$ cat src/rtl/calc_pkg.sv
// calc_pkg: keystroke codes, entry states and helpers shared by the digit-entry block
package calc_pkg;
    localparam logic [7:0] KEY_ZERO  = 8'h30;
    localparam logic [7:0] KEY_NINE  = 8'h39;
    localparam logic [7:0] KEY_ENTER = 8'h0A;
    localparam logic [7:0] KEY_NONE  = 8'hFE;

    typedef enum logic [1:0] {ENTER_A, ENTER_B, PRESENT} entry_state_e;

    function automatic logic is_digit(input logic [7:0] c);
        return c >= KEY_ZERO && c <= KEY_NINE;
    endfunction

    function automatic longint unsigned pow10(input int n);
        longint unsigned p = 1;
        for (int i = 0; i < n; i++) p = p * 10;
        return p;
    endfunction
endpackage

$ cat src/rtl/calc_digit_entry_if.sv
// calc_digit_entry_if: keystroke input, operand handshake and entry status bundle
interface calc_digit_entry_if #(
    parameter int MAX_DIGITS = 4,
    parameter int WIDTH      = 16
);
    localparam int CW = $clog2(MAX_DIGITS + 1);
    logic [7:0]              key_ascii;
    logic                    key_strobe;
    logic                    ops_ready;
    logic [WIDTH-1:0]        op_a;
    logic [WIDTH-1:0]        op_b;
    logic                    ops_valid;
    logic [4*MAX_DIGITS-1:0] disp_bcd;
    logic [CW-1:0]           digit_cnt;
    logic                    entry_sel;
    logic                    ovf_pulse;

    modport slave (
        input  key_ascii, key_strobe, ops_ready,
        output op_a, op_b, ops_valid, disp_bcd, digit_cnt, entry_sel, ovf_pulse
    );
    modport master (
        output key_ascii, key_strobe, ops_ready,
        input  op_a, op_b, ops_valid, disp_bcd, digit_cnt, entry_sel, ovf_pulse
    );
endinterface

$ cat src/rtl/calc_dec_accum.sv
// calc_dec_accum: binary accumulator with BCD display shadow and digit counter
module calc_dec_accum #(
    parameter int MAX_DIGITS = 4,
    parameter int WIDTH      = 16,
    parameter int CW         = $clog2(MAX_DIGITS + 1)
) (
    input  logic                    clk,
    input  logic                    rst_n,
    input  logic                    load_digit,
    input  logic [3:0]              digit,
    input  logic                    clear,
    output logic [WIDTH-1:0]        acc,
    output logic [4*MAX_DIGITS-1:0] bcd,
    output logic [CW-1:0]           cnt,
    output logic                    full
);
    logic [WIDTH-1:0]        acc_q, acc_d;
    logic [4*MAX_DIGITS-1:0] bcd_q, bcd_d;
    logic [CW-1:0]           cnt_q, cnt_d;

    always_comb begin
        acc_d = clear ? '0 : load_digit ? (acc_q << 3) + (acc_q << 1) + WIDTH'(digit) : acc_q;
        bcd_d = clear ? '0 : load_digit ? {bcd_q[4*MAX_DIGITS-5:0], digit} : bcd_q;
        cnt_d = clear ? '0 : load_digit ? cnt_q + 1'b1 : cnt_q;
    end

    always_ff @(posedge clk) begin
        if (!rst_n) begin
            acc_q <= '0;
            bcd_q <= '0;
            cnt_q <= '0;
        end else begin
            acc_q <= acc_d;
            bcd_q <= bcd_d;
            cnt_q <= cnt_d;
        end
    end

    assign acc  = acc_q;
    assign bcd  = bcd_q;
    assign cnt  = cnt_q;
    assign full = cnt_q == CW'(MAX_DIGITS);
endmodule

$ cat src/rtl/calc_digit_entry.sv
// calc_digit_entry: aligns scan-stage keystrokes, builds operands A and B,
// and offers the committed pair downstream on a valid/ready handshake.
module calc_digit_entry
    import calc_pkg::*;
#(
    parameter int MAX_DIGITS = 4,
    parameter int WIDTH      = 16,
    parameter int KEY_LAT    = 1
) (
    input logic                clk,
    input logic                rst_n,
    calc_digit_entry_if.slave  bus
);
    localparam int CW = $clog2(MAX_DIGITS + 1);

    if ((64'd1 << WIDTH) <= pow10(MAX_DIGITS) - 1) begin : g_width_check
        $error("WIDTH too small to hold MAX_DIGITS decimal digits");
    end

    entry_state_e     state_q, state_d;
    logic [KEY_LAT-1:0] dly_q;
    logic [KEY_LAT:0]   dly_in;
    logic [WIDTH-1:0] op_a_q, op_a_d, op_b_q, op_b_d;
    logic             ovf_q, ovf_d;
    logic             key_evt, dig_evt, ent_evt, entering, load_digit, commit, full;
    logic [WIDTH-1:0] acc;
    logic [CW-1:0]    cnt;

    // key_ascii trails its strobe, so the strobe is delayed to line up with the code
    assign dly_in  = {dly_q, bus.key_strobe};
    assign key_evt = dly_q[KEY_LAT-1];

    always_comb begin
        dig_evt    = key_evt && is_digit(bus.key_ascii);
        ent_evt    = key_evt && bus.key_ascii == KEY_ENTER;
        entering   = state_q != PRESENT;
        load_digit = dig_evt && entering && !full;
        ovf_d      = dig_evt && entering && full;
        commit     = ent_evt && entering && cnt != '0;
        op_a_d     = commit && state_q == ENTER_A ? acc : op_a_q;
        op_b_d     = commit && state_q == ENTER_B ? acc : op_b_q;
        state_d    = state_q;
        case (state_q)
            ENTER_A: state_d = commit ? ENTER_B : ENTER_A;
            ENTER_B: state_d = commit ? PRESENT : ENTER_B;
            PRESENT: state_d = bus.ops_ready ? ENTER_A : PRESENT;
            default: state_d = ENTER_A;
        endcase
    end

    always_ff @(posedge clk) begin
        if (!rst_n) begin
            state_q <= ENTER_A;
            dly_q   <= '0;
            op_a_q  <= '0;
            op_b_q  <= '0;
            ovf_q   <= 1'b0;
        end else begin
            state_q <= state_d;
            dly_q   <= dly_in[KEY_LAT-1:0];
            op_a_q  <= op_a_d;
            op_b_q  <= op_b_d;
            ovf_q   <= ovf_d;
        end
    end

    calc_dec_accum #(.MAX_DIGITS(MAX_DIGITS), .WIDTH(WIDTH), .CW(CW)) u_accum (
        .clk        (clk),
        .rst_n      (rst_n),
        .load_digit (load_digit),
        .digit      (bus.key_ascii[3:0]),
        .clear      (commit),
        .acc        (acc),
        .bcd        (bus.disp_bcd),
        .cnt        (cnt),
        .full       (full)
    );

    assign bus.op_a      = op_a_q;
    assign bus.op_b      = op_b_q;
    assign bus.ops_valid = state_q == PRESENT;
    assign bus.entry_sel = state_q != ENTER_A;
    assign bus.digit_cnt = cnt;
    assign bus.ovf_pulse = ovf_q;
endmodule

$ cat src/flat_wrapper.sv
// flat-port wrapper written by rule: the top's interface ports become plain ports
module calc_digit_entry_flat import calc_pkg::*;
#(
    parameter int MAX_DIGITS = 4,
    parameter int WIDTH      = 16,
    parameter int KEY_LAT    = 1
)
  (clk, rst_n, bus_key_ascii, bus_key_strobe, bus_ops_ready, bus_op_a, bus_op_b, bus_ops_valid, bus_disp_bcd, bus_digit_cnt, bus_entry_sel, bus_ovf_pulse);
  calc_digit_entry_if #(.MAX_DIGITS(MAX_DIGITS), .WIDTH(WIDTH)) bus_i ();
  input logic clk;
  input logic rst_n;
  input wire logic [$bits(bus_i.key_ascii)-1:0] bus_key_ascii;
  input wire logic [$bits(bus_i.key_strobe)-1:0] bus_key_strobe;
  input wire logic [$bits(bus_i.ops_ready)-1:0] bus_ops_ready;
  output wire logic [$bits(bus_i.op_a)-1:0] bus_op_a;
  output wire logic [$bits(bus_i.op_b)-1:0] bus_op_b;
  output wire logic [$bits(bus_i.ops_valid)-1:0] bus_ops_valid;
  output wire logic [$bits(bus_i.disp_bcd)-1:0] bus_disp_bcd;
  output wire logic [$bits(bus_i.digit_cnt)-1:0] bus_digit_cnt;
  output wire logic [$bits(bus_i.entry_sel)-1:0] bus_entry_sel;
  output wire logic [$bits(bus_i.ovf_pulse)-1:0] bus_ovf_pulse;
  assign bus_i.key_ascii = bus_key_ascii;
  assign bus_i.key_strobe = bus_key_strobe;
  assign bus_i.ops_ready = bus_ops_ready;
  assign bus_op_a = bus_i.op_a;
  assign bus_op_b = bus_i.op_b;
  assign bus_ops_valid = bus_i.ops_valid;
  assign bus_disp_bcd = bus_i.disp_bcd;
  assign bus_digit_cnt = bus_i.digit_cnt;
  assign bus_entry_sel = bus_i.entry_sel;
  assign bus_ovf_pulse = bus_i.ovf_pulse;
  calc_digit_entry #(.MAX_DIGITS(MAX_DIGITS), .WIDTH(WIDTH), .KEY_LAT(KEY_LAT)) u_core (.clk(clk), .rst_n(rst_n), .bus(bus_i));
endmodule
$ cat config.mk
export PLATFORM = sky130hd
export DESIGN_NAME = calc_digit_entry_flat
export DESIGN_NICKNAME = d
export VERILOG_FILES = /design/src/rtl/calc_pkg.sv /design/src/rtl/calc_digit_entry_if.sv /design/src/rtl/calc_dec_accum.sv /design/src/rtl/calc_digit_entry.sv /design/src/flat_wrapper.sv
export SDC_FILE = /design/constraint.sdc
export NUM_CORES = 1
export LEC_CHECK = 0
export ABC_CLOCK_PERIOD_IN_PS = 3600
export BUFFER_PORTS_ARGS = -buffer_cell sky130_fd_sc_hd__buf_4
export CORE_MARGIN = 1
export CORE_UTILIZATION = 35
export CTS_CLUSTER_DIAMETER = 200
export CTS_CLUSTER_SIZE = 12
export DETAILED_ROUTE_END_ITERATION = 6
export PLACE_DENSITY = 0.59
export SKIP_LAST_GASP = 1
export SLEW_MARGIN = 20
export SYNTH_ARGS = -nofsm -noshare
export SYNTH_HDL_FRONTEND = slang
export SYNTH_SLANG_ARGS = --single-unit
$ cat constraint.sdc
create_clock -name clk -period 3.6 [get_ports clk]
set_input_delay 0.72 -clock clk [delete_from_list [all_inputs] [get_ports clk]]
set_output_delay 0.72 -clock clk [all_outputs]
set_load 0.03 [all_outputs]
# [Word level (Yosys, flattened, before mapping)]
# Index checks and enable logic that the tools add are counted.
[word_totals] ff_bits=71 inputBits=12 output_inout_bits=54 elab_cells=38
[op_classes] addsub=3 magnitude_cmp=2 n_eq_ne=5 n_mux=4 bitwise_logic=1 reduce_logical=15
[op_table] op="$add A16 B16 Y16" n=1
[op_table] op="$add A16 B4 Y16" n=1
[op_table] op="$logic_and A1 B1 Y1" n=10
[op_table] op="$eq A8 B4 Y1 const B" n=1
[op_table] op="$ge A8 B6 Y1 const B" n=1
[op_table] op="$le A8 B6 Y1 const B" n=1
[op_table] op="$pmux W2 S3" n=1
[op_table] op="$mux W2" n=2
[op_table] op="$add A3 B1 Y3 const B" n=1
[op_table] op="$eq A3 B3 Y1 const B" n=1
[op_table] op="$reduce_bool A3 Y1" n=1
[op_table] op="$eq A2 B1 Y1 const B" n=1
[op_table] op="$eq A2 B2 Y1 const B" n=1
[op_table] op="$logic_not A2 Y1" n=1
[op_table] op="$ne A2 B2 Y1 const B" n=1
[op_table] op="$reduce_bool A2 Y1" n=1
[op_table] op="$reduce_or A2 Y1" n=1
[op_table] op="$logic_not A1 Y1" n=1
[op_table] op="$mux W1" n=1
[op_table] op="$not A1 Y1" n=1

# [Longest topological paths before layout]
# Gate-level depths: netlist of run 1.
[logic_depth] depth_word=6 mapped_depth=10 mapped_depth_nobuf=10

# [Hierarchy]
# A second synthesis of run 1 with hierarchy kept.
[unflattened] hier_cells=378 area_unflattened_um2=3548.4
[modules_own_cells] mod="calc_dec_accum" instances=1 cells_each=227 area_per_inst_um2=2085.8 seq_area_each_um2=680.7
[modules_own_cells] mod="calc_digit_entry" instances=1 cells_each=151 area_per_inst_um2=1462.7 seq_area_each_um2=720.7

# [Worst setup path after synthesis of run 1]
# OpenSTA, ideal clock, no wires.
[synth_path] kind="input to register" start="in bus_key_ascii[3]" end="reg u_core.u_accum.acc_q[10] (netlist: u_core.u_accum.acc[10])" setup_ps=62 t_arrival_ps=2746 required_ps=3538 slack_ps=792 cell_stages=9 path_buffers=0 path_cell_list="inv_1 fa_1 fa_1 nor2b_1 o21a_1 a311o_1 a31oi_1 or4_1 nand3_1"
[synth_via] elab_chain_len=5 word_cells_on_any_way=12 cone_classes="add/sub (1); order compare (2); eq/ne (1); reduce/logical (8)"
[synth_rtl] element="start, declared" line_no="flat_wrapper.sv:12" rtl="input wire logic [$bits(bus_i.key_ascii)-1:0] bus_key_ascii;"
[synth_rtl] element="$ge A8 B6 Y1, or another cell as far along" line_no="calc_pkg.sv:11" rtl="return c >= KEY_ZERO && c <= KEY_NINE;"
[synth_rtl] element="$logic_and A1 B1 Y1, on equally long branches" line_no="calc_pkg.sv:11, calc_digit_entry.sv:35"
[synth_rtl] element="$logic_and A1 B1 Y1, on equally long branches" line_no="calc_digit_entry.sv:34, calc_digit_entry.sv:39"
[synth_rtl] element="$logic_and A1 B1 Y1, on equally long branches" line_no="calc_digit_entry.sv:37, calc_digit_entry.sv:39"
[synth_rtl] element="$logic_and A1 B1 Y1 / $reduce_or A2 Y1 (equally long branches)"
[synth_rtl] element="end signal, assigned" line_no="calc_dec_accum.sv:29" rtl="acc_q <= '0;"
[synth_rtl] element="end signal, assigned" line_no="calc_dec_accum.sv:33" rtl="acc_q <= acc_d;"
[synth_rtl] element="end, declared" line_no="calc_dec_accum.sv:17" rtl="logic [WIDTH-1:0] acc_q, acc_d;"
# Several ways; a longest one is shown, not always the timed one.
# A chain may end at the register's enable or synchronous reset.

# [Final worst setup path of run 1]
[layout_path] start="reg u_core.u_accum.acc_q[2] (netlist: u_core.u_accum.acc[2])" end="reg u_core.u_accum.acc_q[10] (netlist: u_core.u_accum.acc[10])"
[layout_via] elab_chain_len=2
[layout_rtl] element="$add A16 B16 Y16" line_no="calc_dec_accum.sv:22" rtl="acc_d = clear ? '0 : load_digit ? (acc_q << 3) + (acc_q << 1) + WIDTH'(digit) : acc_q;"
[layout_rtl] element="$add A16 B4 Y16" line_no="calc_dec_accum.sv:22"
# Every way passes these cells.

==> flow_summary.toml, run 1 <==
[cts]
clk_pin_slew_ps = 80
cts_sinks = 70
h-tree-depth = 3
cts_buffers = 9
cts_hold_buf = 0
cts_buffer_depth = 2
cts_root_buffer = "clkbuf_8"
post_cts_buffers = 0
post_cts_resized = 0
clock_latency_ps = 350
tritoncts = "done"

[hold_path]
hold_path_startpoint = "u_core.bus.op_b[9]"
hold_path_end = "u_core.bus.op_b[9]"
min_path_cells = 2
hold_path.class = "flop to flop"

[synthesis]
async_reset_ff_share_pct = 0
synth_seq_cells = 70
synth.distinct_cells = 52
ys.warnings.count = 0
netlist_instances = 407
synth_flop_cell = "dfxtp_1"
synth_seq_area_share_pct = 40.3
syn_area_per_cell_um2 = 8.55
syn_area_mm2 = 0.00348
synth_fp_nets = 449
synth_edf_count = 0

[grt]
grtUsageTotal_pct = 16.7
grt_pass1_wl_um = 13300
grt_pass1_vias = 2790
gr-total-overflow = 0
grt_max_degree = 38
antenna_found_initial = 0

[timing]
setup_tns_ps = 0
setup_slack_ps = 845
setup_violations = 0
fin_crit_ps = 2760
fin_crit_sh_pct = 76.5
fmax_mhz = 363
rsz0062_at_grt = "no"
max_slew_margin_pct = 36.7
skew_ps = 9.26
tightest_slew_ps = 950
drv_slew = 0
hold_violations = 0

[layout]
fillers = 982
layout.nets = 508
insertedDiodeCount = 0
final_cells = 603
stdcell_area_mm2 = 0.00421
drive_gt1_share_pct = 22.3
area_growth_pct = 21.0

[route]
routed_wl_um = 7980
wl_per_cell_um = 13.2
drc = 0
dr.pass1.iters = 4
via_count = 2918
vias_per_cell = 4.84
drt_iter0_markers = 156
ant_nets = 0

[critical_path]
critical_path.max_fanout = 5
cp.required_ps = 3890
crit_arrival_ps = 3050
reg2reg_to = "u_core.u_accum.acc[10]"
r2r_cells = 9
endpoint_kind = "flop"
r2r_slack_ps = 840
r2r_start = "u_core.u_accum.acc[2]"
worst_setup_path_start_kind = "flop"
worstSetupPathType = "flop to flop"

[placed_design]
io_buffers = 65
dpl_worst_slack_ps = 513
place_area_mm2 = 0.00405
place_hpwl_um = 5600
gp_congestion = 0.784
placed_cells = 588

[pwr]
leakagePower_nw = 1.78
worst_ir_drop_vdd_mv = 0.223
power_density_mw_per_mm2 = 326

[floorplanning]
start_util_pct = 35.9
dieArea_mm2 = 0.0103
die_w_um = 102
die_y_um = 102
ioPinCount = 66
core_mm2 = 0.00968
row_count = 36

[job]
timing.max_cap.violations = 0

[run_status]
status = "finished clean"
==> metrics by stage <==
step | utilization [%] | hold WS [ps] | total power, mW
after detailed placement | 41.8 | 446 | 0.839
after global routing | 43.5 | 474 | 1.43
final | 43.5 | 452 | 1.37
after floorplan | - | 449 | 0.820
after CTS | 43.5 | 455 | 1.39
after global placement | 41.8 | 441 | 0.837
==> worst max-delay path, stage by stage (launching register included) <==
cell,delay [ps]
dfxtp_1,470
inv_1,90
fa_1,490
fa_1,490
nor2b_1,130
o21a_1,150
a311o_1,270
a31oi_1,120
or4_1,410
nand3_1,80
==> per-layer routing <==
metal / track usage, % / wire (um)
met4: 5.69 / 93
met1: 21.3 / 3850
met3: 4.21 / 398
met2: 27.3 / 3640
met5: 0 / 0
==> registers in the layout, summed over array words and instances, names as in the netlist <==
register	count
u_core.bus.op_b	16
u_core.state_q	2
u_core.u_accum.bcd	15
u_core.bus.ovf_pulse	1
u_core.u_accum.cnt	3
u_core.u_accum.acc	16
u_core.dly_q	1
u_core.bus.op_a	16
==> worst max path at each step <==
stage	cells after the start	slack [ps]	start	end
final	9	840	u_core.u_accum.acc[2]	u_core.u_accum.acc[10]
after detailed placement	10	510	bus_key_ascii[3]	u_core.u_accum.acc[10]
after CTS	9	840	u_core.u_accum.acc[2]	u_core.u_accum.acc[10]
after global routing	9	650	u_core.u_accum.acc[2]	u_core.u_accum.acc[10]
after global placement	10	570	bus_key_ascii[3]	u_core.u_accum.acc[10]
after floorplan	9	790	bus_key_ascii[3]	u_core.u_accum.acc[10]
==> Yosys cell counts, types with 6 or more instances <==
library cell,count,share of area [%]
a21boi_2,10,3.2
nand3_1,9,1.3
buf_2,6,0.86
a21boi_1,22,4.7
xnor2_1,6,1.5
nand2_1,122,13
ha_1,28,10
inv_1,11,1.2
a21oi_1,29,4.2
dfxtp_1,70,40
clkbuf_1,8,0.86
nor2_1,9,0.97
==> placed cells by master (no fill, tap or decap), types with 3 or more instances in the layout <==
cell type	instances
nand2_1	122
dfxtp_1	70
buf_4	68
a21oi_1	28
ha_1	28
a21boi_1	22
inv_1	11
a21boi_2	10
nor2_1	9
nand3_1	9
clkbuf_8	9
xnor2_1	6
a21o_1	5
a31oi_1	5
xor2_1	5
and2_1	4
o21ai_0	3
and3_1	3
o21a_1	3
clkinv_2	3
==> power breakdown <==
group	switching (mW)	internal, mW
Combinational	0.0242	0.0200
Sequential	0.000808	0.775
Clock	0.308	0.245
Total	0.333	1.04
==> final cells by class <==
class / count / area [um^2] / share of cell area [%]
Sequential cell: 70 / 1400 / 33.3
Timing Repair Buffer: 68 / 510 / 12.1
Tap cell: 133 / 166 / 3.95
Clock buffer: 9 / 124 / 2.94
Clock inverter: 6 / 38.8 / 0.921
Inverter: 11 / 41.3 / 0.980
Multi-Input combinational cell: 306 / 1930 / 45.8
==> cell families (layout without fill, tap and decap cells) <==
kind of cell	count (synthesis)	in the layout	share of synthesized area, %
AND/OR/NAND/NOR	174	174	22.7
XOR/XNOR	11	11	2.77
AO/OA/AOI/OAI	91	91	18.6
adder cells (fa/ha/maj)	30	30	11.2
flip-flops	70	70	40.3
buffers and inverters	31	94	4.42
Power figures use the tool's default switching activity.
==> run 2: changes to the inputs <==
Settings changed: ABC_AREA set to 1, ABC_CLOCK_PERIOD_IN_PS 3600 to 2250, PLACE_DENSITY 0.59 to 0.6.
Clock period 3.6 ns to 2.25 ns, I/O delays scaled along.
==> run 2 against run 1 <==
  * Setup slack worse by 700 ps
  * Final area up 20%
  * Clock skew down 1.3 ps
  * Sequential cell count unchanged
  * Total power up 120%
  * Core utilization up 2.3 points
  * Critical path depth up 4
  * Via count up 24%
==> flow_summary.toml, run 2 <==
[route]
via_count = 3613
dr.pass1.iters = 4
wl_met3_um = 390
vias_per_cell = 4.34
routed.top_layer = "met4"
drt_iter0_markers = 159
wl_met1_um = 4790
drc = 0
routed_wl_um = 9320
wl_met2_um = 4020
wl_per_cell_um = 11.2
ant_nets = 0

[timing]
fin_crit_ps = 2100
hold_violations = 0
fmax_mhz = 475
setup_violations = 0
tightest_slew_ps = 357
setup_tns_ps = 0
drv_slew = 0
max_slew_margin_pct = 76.2
skew_ps = 8.00
fin_crit_sh_pct = 93.5

[pwr]
p_clk_share_pct = 54.3
worst_ir_drop_vdd_mv = 0.336
leakagePower_nw = 2.65
p_sw_uw = 609
power_density_mw_per_mm2 = 587
p_int_mw = 2.35
power_frac_seq_pct = 42.2
swShare_pct = 20.6
p_comb_share_pct = 3.5

[synthesis]
yosysMostFrequentCell = "nand2_1"
synth_top_area_share_pct = 35.1
async_reset_ff_share_pct = 0
synth_compound_area_share_pct = 5.52
ys.warnings.count = 0
synth_fp_nets = 657
netlist_instances = 615
synth.distinct_cells = 31
synth_mux_area_share_pct = 0
synth-simple-area-share_pct = 32.2
synth_top_area_cell = "dfxtp_1"
synth-adder-area-share_pct = 9.78
synth_edf_count = 0
synth_flop_cell = "dfxtp_1"
synth_seq_cells = 70
synth_seq_area_share_pct = 35.1
syn_area_per_cell_um2 = 6.49
synth_top_family_by_area = "simple AND/OR/NAND/NOR gates"
synth_area_leaders = "dfxtp_1 (35%), nand2_1 (18%), inv_1 (12%), ha_1 (8.8%), nor2_1 (5.2%)"
syn_area_mm2 = 0.00399
synth_xor_area_share_pct = 1.54
synth_common_cells = "nand2_1 (196), inv_1 (132), dfxtp_1 (70)"

[cts]
post_cts_buffers = 0
cts_sinks = 70
cts_buffers = 9
post_cts_resized = 0
clk_pin_slew_ps = 60
tritoncts = "done"
cts_hold_buf = 0
h-tree-depth = 3
cts_root_buffer = "clkbuf_16"
clock_latency_ps = 340
cts_buffer_depth = 2

[grt]
grt_pass1_vias = 3437
antenna_found_initial = 0
grtUsageTotal_pct = 17.0
grt_pass1_wl_um = 15500
gr-total-overflow = 0
grt_max_degree = 38

[critical_path]
worst_setup_path_start_kind = "flop"
endpoint_kind = "flop"
cp.required_ps = 2480
critical_path.max_fanout = 3
crit_arrival_ps = 2330
worstSetupPathType = "flop to flop"

[floorplanning]
start_util_pct = 36.3
die_y_um = 109
ioPinCount = 66
dieArea_mm2 = 0.0118
row_count = 38
die_w_um = 109
core_mm2 = 0.0110

[run_status]
status = "finished clean"

[placed_design]
gp_congestion = 0.817
io_buffers = 65
place_hpwl_um = 6930
place_area_mm2 = 0.00467
placed_cells = 816

[layout]
insertedDiodeCount = 0
drive_gt1_share_pct = 17.3
final_cells = 832
final_common_cell = "nand2_1"
fillers = 1161
stdcell_area_mm2 = 0.00503
final_cell_mix = "nand2_1 (196), inv_1 (132), buf_4 (80)"
final-seq-area_mm2 = 0.00140
area_growth_pct = 26.1
multiInputGateArea_mm2 = 0.00199
layout.nets = 729

[job]
timing.max_cap.violations = 0

[hold_path]
hold_path.class = "input port to flop"
-- run 2: cell types whose count changed in the layout (fill, tap and decap cells not counted), moves of 6 or more --
| cell | previous run | this run |
|---|---|---|
| a21boi_1 | 22 | 1 |
| a21boi_2 | 10 | 0 |
| buf_4 | 68 | 80 |
| clkbuf_16 | 0 | 9 |
| clkbuf_8 | 9 | 3 |
| inv_1 | 11 | 132 |
| nand2_1 | 122 | 196 |
| nand3_1 | 9 | 36 |
| nor2_1 | 9 | 55 |
| nor2_2 | 1 | 7 |
-- run 2: kinds of logic (layout without fill, tap and decap cells) --
| family | after synthesis | in the layout |
|---|---|---|
| flops | 70 | 70 |
| simple gates | 311 | 311 |
| compound gates | 41 | 41 |
| xor+xnor | 7 | 7 |
| buf+inv | 156 | 233 |
| fa+ha+maj | 30 | 30 |
-- run 2: routing by layer --
metal | up-vias | track usage [%]
met4 | 0 | 7.24
met2 | 70 | 25.8
met5 | - | 0
li1 | 1976 | -
met3 | 8 | 4.00
met1 | 1559 | 22.8
-- run 2: through the flow --
step	hold WS, ps	power, mW	utilization (%)	setup WS [ps]
2_1_floorplan	470	1.34	-	95.8
3_3_place_gp	458	1.38	42.5	-114
3_5_place_dp	462	1.38	42.5	-159
4_1_cts	285	2.99	45.5	35.7
5_1_grt	306	3.07	45.8	-1.74
6_report	299	2.95	45.8	146
-- run 2: final cells by class --
cell class	count	area share (%)
clock buffers	13	5.37
clock inverters	3	1.29
inverters	136	10.2
multi-input cells	389	39.5
flip-flops and latches	70	27.9
well taps	140	3.48
repair buffers	81	12.3
-- run 2: final timing paths --
check	slack (ps)	endpoint	depth (start not counted)	startpoint
min reg2reg	470	u_core.u_accum.bcd[15]	2	u_core.u_accum.bcd[15]
max reg2reg	150	u_core.u_accum.acc[15]	13	u_core.u_accum.acc[2]
max	150	u_core.u_accum.acc[15]	13	u_core.u_accum.acc[2]
min	300	u_core.dly_q	3	bus_key_strobe
-- run 2: critical path, cell delays in order (launching register included) --
cell and delay, ps:
dfxtp_2 330, inv_1 70, fa_1 600, inv_1 90
ha_4 270, nand2_1 50, nor2_1 110, nand2_1 70
nand3_2 90, nand2_1 70, nand3_1 80, nand2_1 50
nor2_1 80, nor2_1 40
-- run 2: power groups by stage --
| stage | Clock (mW) | Combinational, mW | Sequential [mW] |
|---|---|---|---|
| floorplan | 0 | 0.0626 | 1.27 |
| global route | 1.70 | 0.116 | 1.25 |
| global placement | 0 | 0.103 | 1.27 |
| finish | 1.60 | 0.104 | 1.25 |
| CTS | 1.64 | 0.103 | 1.25 |
| detailed placement | 0 | 0.103 | 1.27 |
==> run 3: changes to the inputs <==
Settings changed: ABC_AREA 1 to unset, PLACE_DENSITY 0.6 to 0.61.
==> run 3 against run 2 <==
  * The run now ends with setup timing left
  * Sequential power about the same
  * Worst hold slack gained 19 ps
  * Via count fell by 15%
  * Critical endpoint is now u_core.u_accum.acc[10]
  * Largest power group is now registers
==> flow_summary.toml, run 3 (synthesis results as in run 1) <==
[timing]
max_slew_margin_pct = 65.5
skew_ps = 11.7
fin_crit_ps = 2470
setup_slack_ps = -215
fin_crit_sh_pct = 110
hold_violations = 0
rsz0062_at_grt = "yes"
tightest_slew_ps = 515
fmax_mhz = 406
setup_violations = 8
drv_slew = 0

[route]
ant_nets = 0
vias_per_cell = 4.79
drt_iter0_markers = 126
via_count = 3066
routed_wl_um = 8260
dr.pass1.iters = 4
drc = 0
wl_per_cell_um = 12.9

[critical_path]
worstSetupPathType = "flop to flop"
cp_top_family = "adder cells"
startpoint = "u_core.u_accum.acc[0]"
cp.required_ps = 2530
worst-path-buf-inv = 1
crit_slowest_cell = "fa_1"
worst_setup_path_start_kind = "flop"
endpoint_kind = "flop"
crit_chain = "inv_2 > fa_1 > fa_2 > nor2b_1 > o21a_1 > a311o_1 > a31oi_2 > or4_1 > nand3_1"
critical_path.max_fanout = 4
crit_arrival_ps = 2740
critPathMaxStageDelay_ps = 490
r2r_start = "u_core.u_accum.acc[0]"

[pwr]
power_density_mw_per_mm2 = 489
worst_ir_drop_vdd_mv = 0.340
leakagePower_nw = 2.00
p_total_mw = 2.28

[layout]
drive_gt1_share_pct = 32.7
layout.nets = 545
area_growth_pct = 34.1
insertedDiodeCount = 0
stdcell_area_mm2 = 0.00467
final_common_cell = "nand2_1"
fillers = 952
final_cell_mix = "nand2_1 (122), buf_4 (102), dfxtp_1 (63)"

[cts]
h-tree-depth = 3
cts_buffers = 9
cts_hold_buf = 0
clock_latency_ps = 340
clk_pin_slew_ps = 80
tritoncts = "done"
cts_buffer_depth = 2
cts_sinks = 70
cts_root_buffer = "clkbuf_8"

[floorplanning]
die_y_um = 102
row_count = 36
dieArea_mm2 = 0.0103
ioPinCount = 66
start_util_pct = 35.9
core_mm2 = 0.00968
die_w_um = 102

[placed_design]
gp_congestion = 0.837
place_hpwl_um = 6020
place_area_mm2 = 0.00438
io_buffers = 65

[hold_path]
hold_path.class = "input port to flop"
hold_path_startpoint = "bus_key_strobe"

[grt]
grt_max_degree = 37
grt_pass1_wl_um = 13700
gr-total-overflow = 0
grt_pass1_vias = 2863
antenna_found_initial = 0
grtUsageTotal_pct = 17.1

[run_status]
status = "finished with violations"
violations = "setup timing"

[job]
timing.max_cap.violations = 0
-- run 3: power breakdown --
part / switching [mW] / internal (mW)
clock network: 0.449 / 0.505
logic: 0.0446 / 0.0426
registers: 0.00114 / 1.24
-- run 3: layout make-up --
| class | instances | area, um^2 | share of cell area, % |
|---|---|---|---|
| clock buffers | 11 | 131 | 2.81 |
| clock inverters | 4 | 48.8 | 1.05 |
| inverters | 11 | 48.8 | 1.05 |
| multi-input cells | 306 | 2040 | 43.6 |
| flip-flops and latches | 70 | 1410 | 30.2 |
| well taps | 133 | 166 | 3.56 |
| repair buffers | 105 | 826 | 17.7 |
-- run 3: worst register-to-register path, cell delays in order, from the launching register on --
cell     delay [ps]
dfxtp_2         360
inv_2            40
fa_1            490
fa_2            370
nor2b_1         120
o21a_1          140
a311o_1         270
a31oi_2         130
or4_1           400
nand3_1          80
-- run 3: timing repair --
| item | CTS | global route |
|---|---|---|
| resized for setup | 6 | 13 |
| buffers inserted | 3 | 2 |
| setup endpoints to repair | 8 | 9 |
| pin swaps | 9 | 8 |
-- run 3: per-layer routing --
metal	wire [um]	global-route usage (%)	part of all wire (%)
met5	0	0	0
met4	175	6.47	2.1
met1	3960	22.1	48
met3	413	5.38	5.0
met2	3720	26.6	45
-- run 3: per-stage QoR --
step                setup TNS [ps]  util (%)  worst slack, ps  instances  hold slack, ps
detailed placement           -2490      45.2             -426        620             445
global placement             -1890      45.2             -335        620             441
finish                        -762      48.2             -215        640             318
floorplan                     -211         -             -121        407             449
global route                 -1590      48.2             -339        640             303
CTS                           -781      47.6             -264        638             306
-- run 3: worst paths after layout --
check | endpoint | slack, ps | cells past startpoint
worst min-delay path | u_core.dly_q | 320 | 2
worst max register to register | u_core.u_accum.acc[10] | -220 | 9
worst min register to register | u_core.bus.op_b[14] | 450 | 2
worst max-delay path | u_core.u_accum.acc[10] | -220 | 9
